## src/rtl/onehot_pulse_decoder_pkg.sv

```systemverilog
// Shared types and widths for the one-hot pulse decoder.
package onehot_pulse_decoder_pkg;

  localparam int unsigned CODE_W = 3;
  localparam int unsigned CNT_W  = 8;
  localparam int unsigned Y_W    = 8;

  typedef enum logic [1:0] {
    ST_IDLE = 2'd0,
    ST_HOLD = 2'd1,
    ST_GAP  = 2'd2
  } state_e;

endpackage

```

## src/rtl/onehot_pulse_decoder_dec.sv

```systemverilog
// Pure combinational 3-to-8 decoder with enable; all-zero when disabled.
module onehot_dec3to8
  import onehot_pulse_decoder_pkg::*;
(
  input  logic [CODE_W-1:0] code_i,
  input  logic              en_i,
  output logic [Y_W-1:0]    y_o
);

  always_comb begin
    y_o = '0;
    if (en_i) y_o[code_i] = 1'b1;
  end

endmodule

```

## src/rtl/onehot_pulse_decoder.sv

```systemverilog
// Registered 3-to-8 decoder: accepts a code, drives its one-hot line for HOLD
// cycles, then holds all-zero for GAP cycles before accepting the next code.
module onehot_pulse_decoder
  import onehot_pulse_decoder_pkg::*;
#(
  parameter int unsigned HOLD = 4,
  parameter int unsigned GAP  = 1
) (
  input  logic              clk,
  input  logic              rst_n,
  input  logic [CODE_W-1:0] code,
  input  logic              code_valid,
  output logic              code_ready,
  input  logic              abort,
  output logic [Y_W-1:0]    y,
  output logic              busy,
  output logic              done
);

  // Reload values fixed at elaboration; GAP=0 never loads the gap counter.
  localparam logic [CNT_W-1:0] HOLD_LOAD = CNT_W'(HOLD - 1);
  localparam logic [CNT_W-1:0] GAP_LOAD  = CNT_W'((GAP == 0) ? 0 : GAP - 1);

  state_e              state_q, state_d;
  logic [CNT_W-1:0]    cnt_q, cnt_d;
  logic [CODE_W-1:0]   code_q, code_d;
  logic [Y_W-1:0]      y_q, y_d;
  logic                busy_q, busy_d;
  logic                done_q, done_d;
  logic                dec_en;

  assign code_ready = (state_q == ST_IDLE) && !abort;

  // Next-state, counter and completion logic; abort overrides everything.
  always_comb begin
    state_d = state_q;
    cnt_d   = cnt_q;
    code_d  = code_q;
    done_d  = 1'b0;
    if (abort) begin
      state_d = ST_IDLE;
      cnt_d   = '0;
    end else begin
      case (state_q)
        ST_IDLE: begin
          if (code_valid) begin
            code_d  = code;
            state_d = ST_HOLD;
            cnt_d   = HOLD_LOAD;
          end
        end
        ST_HOLD: begin
          if (cnt_q != '0) begin
            cnt_d = cnt_q - CNT_W'(1);
          end else begin
            done_d = 1'b1;
            if (GAP == 0) begin
              state_d = ST_IDLE;
              cnt_d   = '0;
            end else begin
              state_d = ST_GAP;
              cnt_d   = GAP_LOAD;
            end
          end
        end
        ST_GAP: begin
          if (cnt_q != '0) cnt_d = cnt_q - CNT_W'(1);
          else             state_d = ST_IDLE;
        end
        default: begin
          state_d = ST_IDLE;
          cnt_d   = '0;
        end
      endcase
    end
  end

  assign dec_en = (state_d == ST_HOLD);
  assign busy_d = (state_d != ST_IDLE);

  onehot_dec3to8 u_dec (
    .code_i (code_d),
    .en_i   (dec_en),
    .y_o    (y_d)
  );

  always_ff @(posedge clk or negedge rst_n) begin
    if (!rst_n) begin
      state_q <= ST_IDLE;
      cnt_q   <= '0;
      code_q  <= '0;
      y_q     <= '0;
      busy_q  <= 1'b0;
      done_q  <= 1'b0;
    end else begin
      state_q <= state_d;
      cnt_q   <= cnt_d;
      code_q  <= code_d;
      y_q     <= y_d;
      busy_q  <= busy_d;
      done_q  <= done_d;
    end
  end

  assign y    = y_q;
  assign busy = busy_q;
  assign done = done_q;

endmodule

```

## config.mk

```make
export PLATFORM = sky130hd
export DESIGN_NAME = onehot_pulse_decoder
export DESIGN_NICKNAME = d
export VERILOG_FILES = /design/src/rtl/onehot_pulse_decoder_pkg.sv /design/src/rtl/onehot_pulse_decoder_dec.sv /design/src/rtl/onehot_pulse_decoder.sv
export SDC_FILE = /design/constraint.sdc
export NUM_CORES = 1
export LEC_CHECK = 0
export ABC_AREA = 1
export ABC_CLOCK_PERIOD_IN_PS = 1900
export BUFFER_PORTS_ARGS = -buffer_cell sky130_fd_sc_hd__buf_2
export CORE_MARGIN = 8
export CORE_UTILIZATION = 45
export DETAILED_ROUTE_END_ITERATION = 8
export PLACE_DENSITY = 0.76
export RECOVER_POWER = 100
export SLEW_MARGIN = 20
export SYNTH_ARGS = -nofsm -noshare
export SYNTH_HDL_FRONTEND = slang
export SYNTH_HIERARCHICAL = 1
export SYNTH_SLANG_ARGS = --single-unit
```

## constraint.sdc

```tcl
create_clock -name clk -period 1.9 [get_ports clk]
set_clock_uncertainty 0.1 [all_clocks]
set_input_delay 0.38 -clock clk [delete_from_list [all_inputs] [get_ports clk]]
set_output_delay 0.38 -clock clk [all_outputs]
set_load 0.03 [all_outputs]
```

# Word-level counts from Yosys, hierarchy flattened
# Index checks and enable logic that the tools add are counted.
[word_totals]
reg_bits = 23
latchBits = 0
ram_bits = 0
rom_bits = 0
in_bits = 7
out_inout_bits = 11
elab_cells = 40
n_memories = 0
[classes]
add_sub_neg = 1
mul = 0
div = 0
n_lt_le_gt_ge = 2
n_eq_ne = 5
shift = 0
muxes = 19
n_bitwise = 0
reduce_logical = 7
[op_table]
columns = ["op", "count"]
rows = [
  ["$mux 8", 5],
  ["$pmux 8 s3", 1],
  ["$mux 3", 3],
  ["$mux 2", 4],
  ["$reduce_bool 8->1", 1],
  ["$sub 8x1->8 const B", 1],
  ["$ne 3x3->1 const B", 2],
  ["$pmux 2 s3", 1],
  ["$eq 2x1->1 const B", 2],
  ["$lt 3x4->1 const B", 1],
  ["$mux 1", 4],
  ["$demux 1 s3", 1],
  ["$ge 3x1->1 const B", 1],
  ["$eq 2x2->1 const B", 1],
  ["$logic_and 1x1->1", 2],
  ["$logic_not 2->1", 1],
  ["$reduce_and 2->1", 1],
  ["$reduce_bool 2->1", 1],
  ["$logic_not 1->1", 1],
]

# Depth between registers and ports, before layout
# Gate-level depths: netlist of the first run.
[depth]
depth_word = 8
depth_mapped = 11
mapped_depth_nobuf = 11

# Cells and area by module
# Netlist of the first run, hierarchy kept.
[by_module_without_submodules]
columns = ["module", "instances", "cells_per_inst", "area_each_um2", "seq_area_each_um2"]
rows = [
  ["onehot_pulse_decoder", 1, 131, 1137.3, 575.6],
  ["onehot_dec3to8", 1, 17, 63.8, 0.0],
]

# Least setup slack after synthesis of the first run
# Ideal clock, no wire load.
[synth_path]
path_kind = "register to register"
startpoint = "reg state_q[1]"
endpoint = "reg y_q[0], in the netlist y[0]"
setup_ps = 72
arrival_time_ps = 1445
required_ps = 1728
slack_ps = 283
path_stages_with_launch = 9
path_buffers = 0
synth_period_minus_slack_ps = 1617
path_cell_list = "dfrtp_1 -> inv_1 -> nand2_2 -> nor2_4 -> nand2_1 -> mux2_2 -> inv_1 -> nand2_1 -> nor2_1"
[synth_via]
elab_chain_cells = 8
elab_cells_between_ends = 17
classes_between = "2 x order compare; 3 x eq/ne; 10 x mux; 2 x reduce/logical"
[synth_rtl]
columns = ["item", "line_no", "rtl"]
rows = [
  ["start, declared", "onehot_pulse_decoder.sv:24", "state_e state_q, state_d;"],
  ["start signal, assigned", "onehot_pulse_decoder.sv:96", "state_q <= state_d;"],
  ["$logic_not 2->1 *", "onehot_pulse_decoder.sv:44", "case (state_q)"],
  ["$mux 3 *", "onehot_pulse_decoder.sv:44", ""],
  ["$mux 3 *", "onehot_pulse_decoder.sv:40", "if (abort) begin"],
  ["named net code_d[0]", "onehot_pulse_decoder.sv:26", "logic [CODE_W-1:0] code_q, code_d;"],
  ["$lt 3x4->1 (implied by the code) / $ge 3x1->1 (equally long branches)", "onehot_pulse_decoder_dec.sv:12", "if (en_i) y_o[code_i] = 1'b1;"],
  ["$logic_and 1x1->1 (implied by the code)", "onehot_pulse_decoder_dec.sv:12", ""],
  ["$mux 1 (implied by the code)", "onehot_pulse_decoder_dec.sv:12", ""],
  ["$demux 1 s3 *", "-", ""],
  ["$mux 8 *", "onehot_pulse_decoder_dec.sv:12", ""],
  ["named net y_d[0]", "onehot_pulse_decoder.sv:27", "logic [Y_W-1:0] y_q, y_d;"],
  ["end signal, assigned", "onehot_pulse_decoder.sv:99", "y_q <= y_d;"],
  ["end, declared", "onehot_pulse_decoder.sv:27", ""],
]
# Mark *: on every way through the listed nets, which the timed path passes. The rest lies on a longest branch.
# A chain may end at the register's enable or synchronous reset.

# Worst setup path in the final report of the first run
# Ends and elaborated chain as after synthesis.

==> summary.md, run 1 <==
| Metric | Value |
|---|---|
| Worst path buffer plus inverter count | `2` |
| Final nets | `roughly 180` |
| Top Family by Delay on Critical Path | `simple AND/OR/NAND/NOR gates` |
| Peak VDD IR | `0.795 mV` |
| Top cells by area, synth | `dfrtp_1, nand2_1, inv_1` |
| DR WL/cell | `12.4 um` |
| Final setup fails | `0` |
| Synth top area share | `0.479` |
| Drt total wl | `between 2 and 2.5 mm` |
| Grt ovf | `0` |
| Area of the die | `0.00458 sq mm` |
| Gpl congestion | `0.868` |
| PwrDens | `~1500 mW/mm^2` |
| Most common cell after layout, fill and taps aside | `nand2_1` |
| Die width | `67.7 um` |
| Final worst setup slack | `between 150 and 200 ps` |
| Commonest cells after routing, fill and taps aside | `nand2_1, dfrtp_1, nor2_1, inv_1, nand3_1` |
| Slew headroom | `0.630` |
| # port buffers | `17` |
| Max Slew Vio Count | `0` |
| Setup TNS | `0 ps` |
| Synthesized area per cell | `8.12 sq um` |
| Pre-CTS setup slack | `269 ps` |
| Max-Cap Viols | `0` |
| Count of cell types in the netlist | `20` |
| Final core occ | `0.535` |
| Crit path time final | `roughly 1700 ps` |
| Die Ht | `a little under 70 um` |
| Hold_buf cts | `1` |
| Post-Syn Area | `~0.0012 sq mm` |
| Post-synthesis register bit count | `23` |
| Via Count | `a little under 1,000` |
| Clk_lat worst skew | `330 ps` |
| Initial Utilization | `0.480` |
| Worst setup SP type | `register` |
| Final Cycle Share | `0.901` |
| Leakage | `0.000737 uW` |
| CTS Buffer Depth | `2` |
| Post-CTS Setup Inserts | `0` |
| Largest net degree at the start of global routing | `24` |
| Antenna fix cells | `0` |
| Hold path depth | `2` |
| Crit path DAT | `1880 ps` |
| Part of the Yosys area used for sequential elements | `0.479` |
| Worst-path clk slew | `130 ps` |
| CTS root buf | `clkbuf_4` |
| RSZ-0062 raised after global routing | `false` |
| # DRC | `0` |
| DPL Wire Length | `1.96 mm` |
| Critical path depth in cells | `8` |
| Core ar. | `0.00250 sq mm` |
| Layout fillers | `approximately 230` |
| Area grow syn2layout | `11.4%` |
| Routed Antenna Nets | `0` |
| Maximum fanout along the worst path | `6` |
| WS Path Type | `register to register` |
| Crit-path cells | `inv_1, nand2_2, nor2_4, nand2_1, mux2_1, inv_1, nand2_1, nor2_1` |
| HP Class | `primary input to register` |
| Post-synthesis cell count | `between 100 and 150` |
| Pre-antenna DRT Iters | `4` |
| First-pass GRT wire length | `around 4.3 mm` |
| Share of cells above drive strength 1 | `0.166` |
| Final Hold Vio Count | `0` |
| Initial DRC Count | `28` |
| CTS Buf Count | `3` |
| Cell row count | `18` |
| Cts repair resizes | `0` |
| Register area | `between 500 and 600 sq um` |
| Total I/O pin count | `18` |
| Initial antenna violation count | `0` |
| Placed insts | `roughly 190` |
| Status | `completed` |
| Slew @ Worst Pin | `555 ps` |
| Final non-filler cell total | `just under 200` |
| Vias per std cell | `between 4 and 5` |
| Worst path required time | `approximately 2100 ps` |
| Tot GR Track Use | `0.120` |
| Clock H-tree levels | `1` |
| CP Capture Type | `register` |
| Area of the multi-input gates | `519 sq um` |
| Reg2reg path depth | `8` |
| Crit-path slowest cell | `dfrtp_1` |
| CP peak stage delay | `420 ps` |
| Vias in the first global route | `between 1,000 and 1,500` |
| Net Count, Synth | `157` |
| CTS tree | `yes` |
| Synth area leader | `dfrtp_1` |
| FMAX | `0.584 GHz` |
| Synth warnings | `6` |
| Sink Count | `23` |
==> sequential cells by signal (all words and copies together) (netlist names) <==
register / count
code_q: 3
cnt_q: 8
busy: 1
done: 1
y: 8
state_q: 2
==> where the power goes <==
group,internal (uW),switching [uW]
Sequential,630,76.8
Combinational,348,772
Clock,80.7,164
==> synth_stat cells <==
library cell / number
nand2_4: 1
nand4_1: 5
mux2_2: 3
inv_4: 1
ha_1: 2
nand2_1: 40
inv_2: 2
buf_6: 1
dfrtp_1: 23
nor2_1: 20
nand3_1: 13
nand3_4: 1
inv_1: 21
a21oi_1: 1
nand2_2: 5
o211ai_2: 1
o21bai_1: 1
nor2_2: 4
xor2_1: 1
nor2_4: 2
==> final cells by class <==
type | count | area share
Clock buffer | 3 | 0.0168
Clock inverter | 1 | 0.00561
Inverter | 24 | 0.0692
Multi-Input combinational cell | 100 | 0.388
Sequential cell | 23 | 0.430
Tap cell | 30 | 0.0281
Timing Repair Buffer | 18 | 0.0617
==> path summary, 6_finish.rpt <==
check | slack (ps) | to | startpoint
max in group asynchronous | 880 | state_q[1]$_DFF_PN0_ | rst_n
worst max-delay path | 190 | y[0]$_DFF_PN0_ | state_q[1]$_DFF_PN0_
worst min-delay path | 220 | code_q[0]$_DFF_PN0_ | code[0]
worst min register to register | 420 | cnt_q[0]$_DFFE_PN0P_ | cnt_q[0]$_DFFE_PN0P_
worst max register to register | 190 | y[0]$_DFF_PN0_ | state_q[1]$_DFF_PN0_
min in group asynchronous | 450 | cnt_q[5]$_DFFE_PN0P_ | rst_n
==> cell families after synthesis <==
group           after synthesis  share of synthesized area
buf+inv                      25                     0.0865
fa+ha+maj                     2                     0.0208
compound gates                3                     0.0208
mux                           3                     0.0281
xor+xnor                      1                    0.00729
flops                        23                      0.479
simple gates                 91                      0.357
==> worst register-to-register path, stage by stage (launching register included) <==
cell and delay [ps]:
dfrtp_1 420, inv_1 70, nand2_2 90, nor2_4 110
nand2_1 170, mux2_1 400, inv_1 70, nand2_1 100
nor2_1 140
==> metrics by stage <==
step,hold WS [ps],area (sq um),power [uW]
after floorplan,-15.6,1200,1620
after global placement,273,1310,1810
after detailed placement,286,1310,1870
after CTS,211,1350,2110
after global routing,220,1340,2260
final,223,1340,2070
==> per-layer routing <==
layer	up-vias	GRT usage	routed length (um)
met2	30	0.209	1210
met4	0	0.0470	65
li1	498	-	-
met5	-	0	0
met1	451	0.128	1050
met3	10	0.0464	153
Power figures use the tool's default switching activity.
==> inputs of run 2 (changes only) <==
--- a/config.mk
+++ b/config.mk
@@ -6,11 +6,13 @@
 export NUM_CORES = 1
 export LEC_CHECK = 0
 export ABC_AREA = 1
-export ABC_CLOCK_PERIOD_IN_PS = 1900
+export ABC_CLOCK_PERIOD_IN_PS = 1600
 export BUFFER_PORTS_ARGS = -buffer_cell sky130_fd_sc_hd__buf_2
 export CORE_MARGIN = 8
 export CORE_UTILIZATION = 45
 export DETAILED_ROUTE_END_ITERATION = 8
+export GPL_ROUTABILITY_DRIVEN = 0
+export HOLD_SLACK_MARGIN = 0.1
 export PLACE_DENSITY = 0.76
 export RECOVER_POWER = 100
 export SLEW_MARGIN = 20
==> constraint.sdc (replaced) <==
create_clock -name clk -period 1.6 [get_ports clk]
set_clock_uncertainty 0.1 [all_clocks]
set_input_delay 0.32 -clock clk [delete_from_list [all_inputs] [get_ports clk]]
set_output_delay 0.32 -clock clk [all_outputs]
set_load 0.03 [all_outputs]
==> summary.md, run 2 (synthesized netlist as in run 1, its figures left out) <==
| Metric | Value |
|---|---|
| Initial antenna violation count | `0 (unchanged)` |
| Peak VDD IR | `1.11 mV (was 0.795 mV)` |
| Initial Utilization | `0.480 (unchanged)` |
| Leakage | `0.000846 uW (was 0.000737 uW)` |
| Area grow syn2layout | `25.1% (was 11.4%)` |
| Drt total wl | `2.80 mm (was 2.47 mm)` |
| Total I/O pin count | `18 (unchanged)` |
| Commonest cells after routing, fill and taps aside | `nand2_1, dfrtp_1, nor2_1, inv_1 (was nand2_1, dfrtp_1, nor2_1, inv_1, nand3_1)` |
| Design area | `0.00150 sq mm (was 0.00134 sq mm)` |
| Layout fillers | `223 (was 233)` |
| Area of the die | `0.00458 sq mm (unchanged)` |
| Slew headroom | `0.640 (was 0.630)` |
| Die width | `67.7 um (unchanged)` |
| DPL Wire Length | `2.04 mm (was 1.96 mm)` |
| Pre-antenna DRT Iters | `4 (unchanged)` |
| RSZ-0062 raised after global routing | `true (was false)` |
| DR WL/cell | `13.4 um (was 12.4 um)` |
| WS Path Type | `register to output port (was register to register)` |
| Total power | `2820 uW (was 2070 uW)` |
| Placement-stage cell area | `0.00133 sq mm (was 0.00131 sq mm)` |
| Antenna fix cells | `0 (unchanged)` |
| Clk_lat worst skew | `310 ps (was 330 ps)` |
| Worst setup SP type | `register (unchanged)` |
| Cell row count | `18 (unchanged)` |
| First-pass GRT wire length | `4.35 mm (was 4.31 mm)` |
| Crit path time final | `approximately 1600 ps` |
| Worst path required time | `1180 ps (was 2060 ps)` |
| Max Slew Vio Count | `0 (unchanged)` |
| Core ar. | `0.00250 sq mm (unchanged)` |
| Final Cycle Share | `0.982` |
| Final Hold Vio Count | `0 (unchanged)` |
| # port buffers | `17 (unchanged)` |
| Grt ovf | `0 (unchanged)` |
| CP Capture Type | `output port (was register)` |
| Hold WS | `168 ps (was 223 ps)` |
| Max-Cap Viols | `0 (unchanged)` |
| Area of the multi-input gates | `603 sq um (was 519 sq um)` |
| Worst-path clk slew | `130 ps (about the same)` |
| PwrDens | `1880 mW/mm^2 (was 1550 mW/mm^2)` |
| Maximum fanout along the worst path | `3 (was 6)` |
| CTS Buf Count | `3 (unchanged)` |
| Die Ht | `67.7 um (unchanged)` |
| CTS tree | `yes (unchanged)` |
| Most common cell after layout, fill and taps aside | `nand2_1 (unchanged)` |
| Share of cells above drive strength 1 | `0.341 (was 0.166)` |
| Clock H-tree levels | `1 (unchanged)` |
| Register area | `576 sq um (unchanged)` |
| FMAX | `0.636 GHz` |
| Final core occ | `0.601 (was 0.535)` |
| Final non-filler cell total | `209 (was 199)` |
| HP Class | `primary input to register (unchanged)` |
| Placed insts | `196 (was 194)` |
| Final nets | `189 (was 179)` |
| CTS root buf | `clkbuf_4 (unchanged)` |
| Tot GR Track Use | `0.124 (was 0.120)` |
| Via Count | `1,054 (was 989)` |
| Largest net degree at the start of global routing | `24 (unchanged)` |
| Vias per std cell | `5.04 (was 4.97)` |
| # DRC | `0 (unchanged)` |
| Final setup fails | `0 (unchanged)` |
| Routed Antenna Nets | `0 (unchanged)` |
| Initial DRC Count | `54 (was 28)` |
| Crit path DAT | `1150 ps (was 1880 ps)` |
| CTS Buffer Depth | `2 (unchanged)` |
| Slew @ Worst Pin | `540 ps (was 555 ps)` |
| Status | `completed (unchanged)` |
| Vias in the first global route | `1,046 (was 1,034)` |
| Sink Count | `23 (unchanged)` |
==> run 2: cell types whose count changed in the layout (fill, tap and decap cells not counted), sizes merged <==
cell / delta
clkinv: +1
nand3: +1
clkinvlp: -1
clkbuf: -9
buf: +18
==> run 2: timing repair <==
action / 4_1_cts / 5_1_grt
pin swaps: 0 / 6
cloned: 0 / 1
hold endpoints to repair: 23 / 0
hold buffers: 1 / 0
setup buffers: 1 / 6
resized for setup: 2 / 19
endpoints found under the setup margin: 1 / 15
==> run 2: area by class of cell <==
cell class | count | area share
clock buffer | 3 | 0.0150
clock inverter | 1 | 0.00333
inverter | 24 | 0.0616
multi-input combinational | 101 | 0.401
sequential | 23 | 0.383
tap | 30 | 0.0250
timing repair buffer | 27 | 0.111
==> run 2: final timing paths <==
kind	cells after the start	slack [ps]	to	from
worst max-delay path	4	30	code_ready	state_q[1]$_DFF_PN0_
worst min-delay path	2	170	code_q[2]$_DFF_PN0_	code[2]
worst max register to register	7	50	cnt_q[0]$_DFFE_PN0P_	state_q[1]$_DFF_PN0_
worst min register to register	2	440	cnt_q[0]$_DFFE_PN0P_	cnt_q[0]$_DFFE_PN0P_
max in group asynchronous	2	640	state_q[0]$_DFF_PN0_	rst_n
min in group asynchronous	2	400	cnt_q[7]$_DFFE_PN0P_	rst_n
==> run 2: routing by layer <==
layer,track usage,part of all wire,wire (um),vias up
met5,0,0,0,-
met4,0.0548,0.0097,27,0
met2,0.222,0.53,1470,23
li1,-,-,-,521
met1,0.129,0.41,1150,506
met3,0.0381,0.054,150,4
==> run 2: critical path: stages (launching register included) <==
cell     delay, ps
dfrtp_1        420
inv_2           70
nand2_4         60
nor2_4         140
buf_6          150
==> run 2: where the power goes <==
group / internal, uW / switching (uW)
clock: 93.4 / 178
sequential: 748 / 94.7
combinational: 626 / 1080
==> run 2: per-stage QoR <==
stage / setup slack [ps] / setup TNS [ps]
after floorplan: 16.0 / 0
after global placement: 89.6 / 0
after detailed placement: 34.2 / 0
after CTS: 8.75 / 0
after global routing: -13.2 / -28.5
final: 28.1 / 0
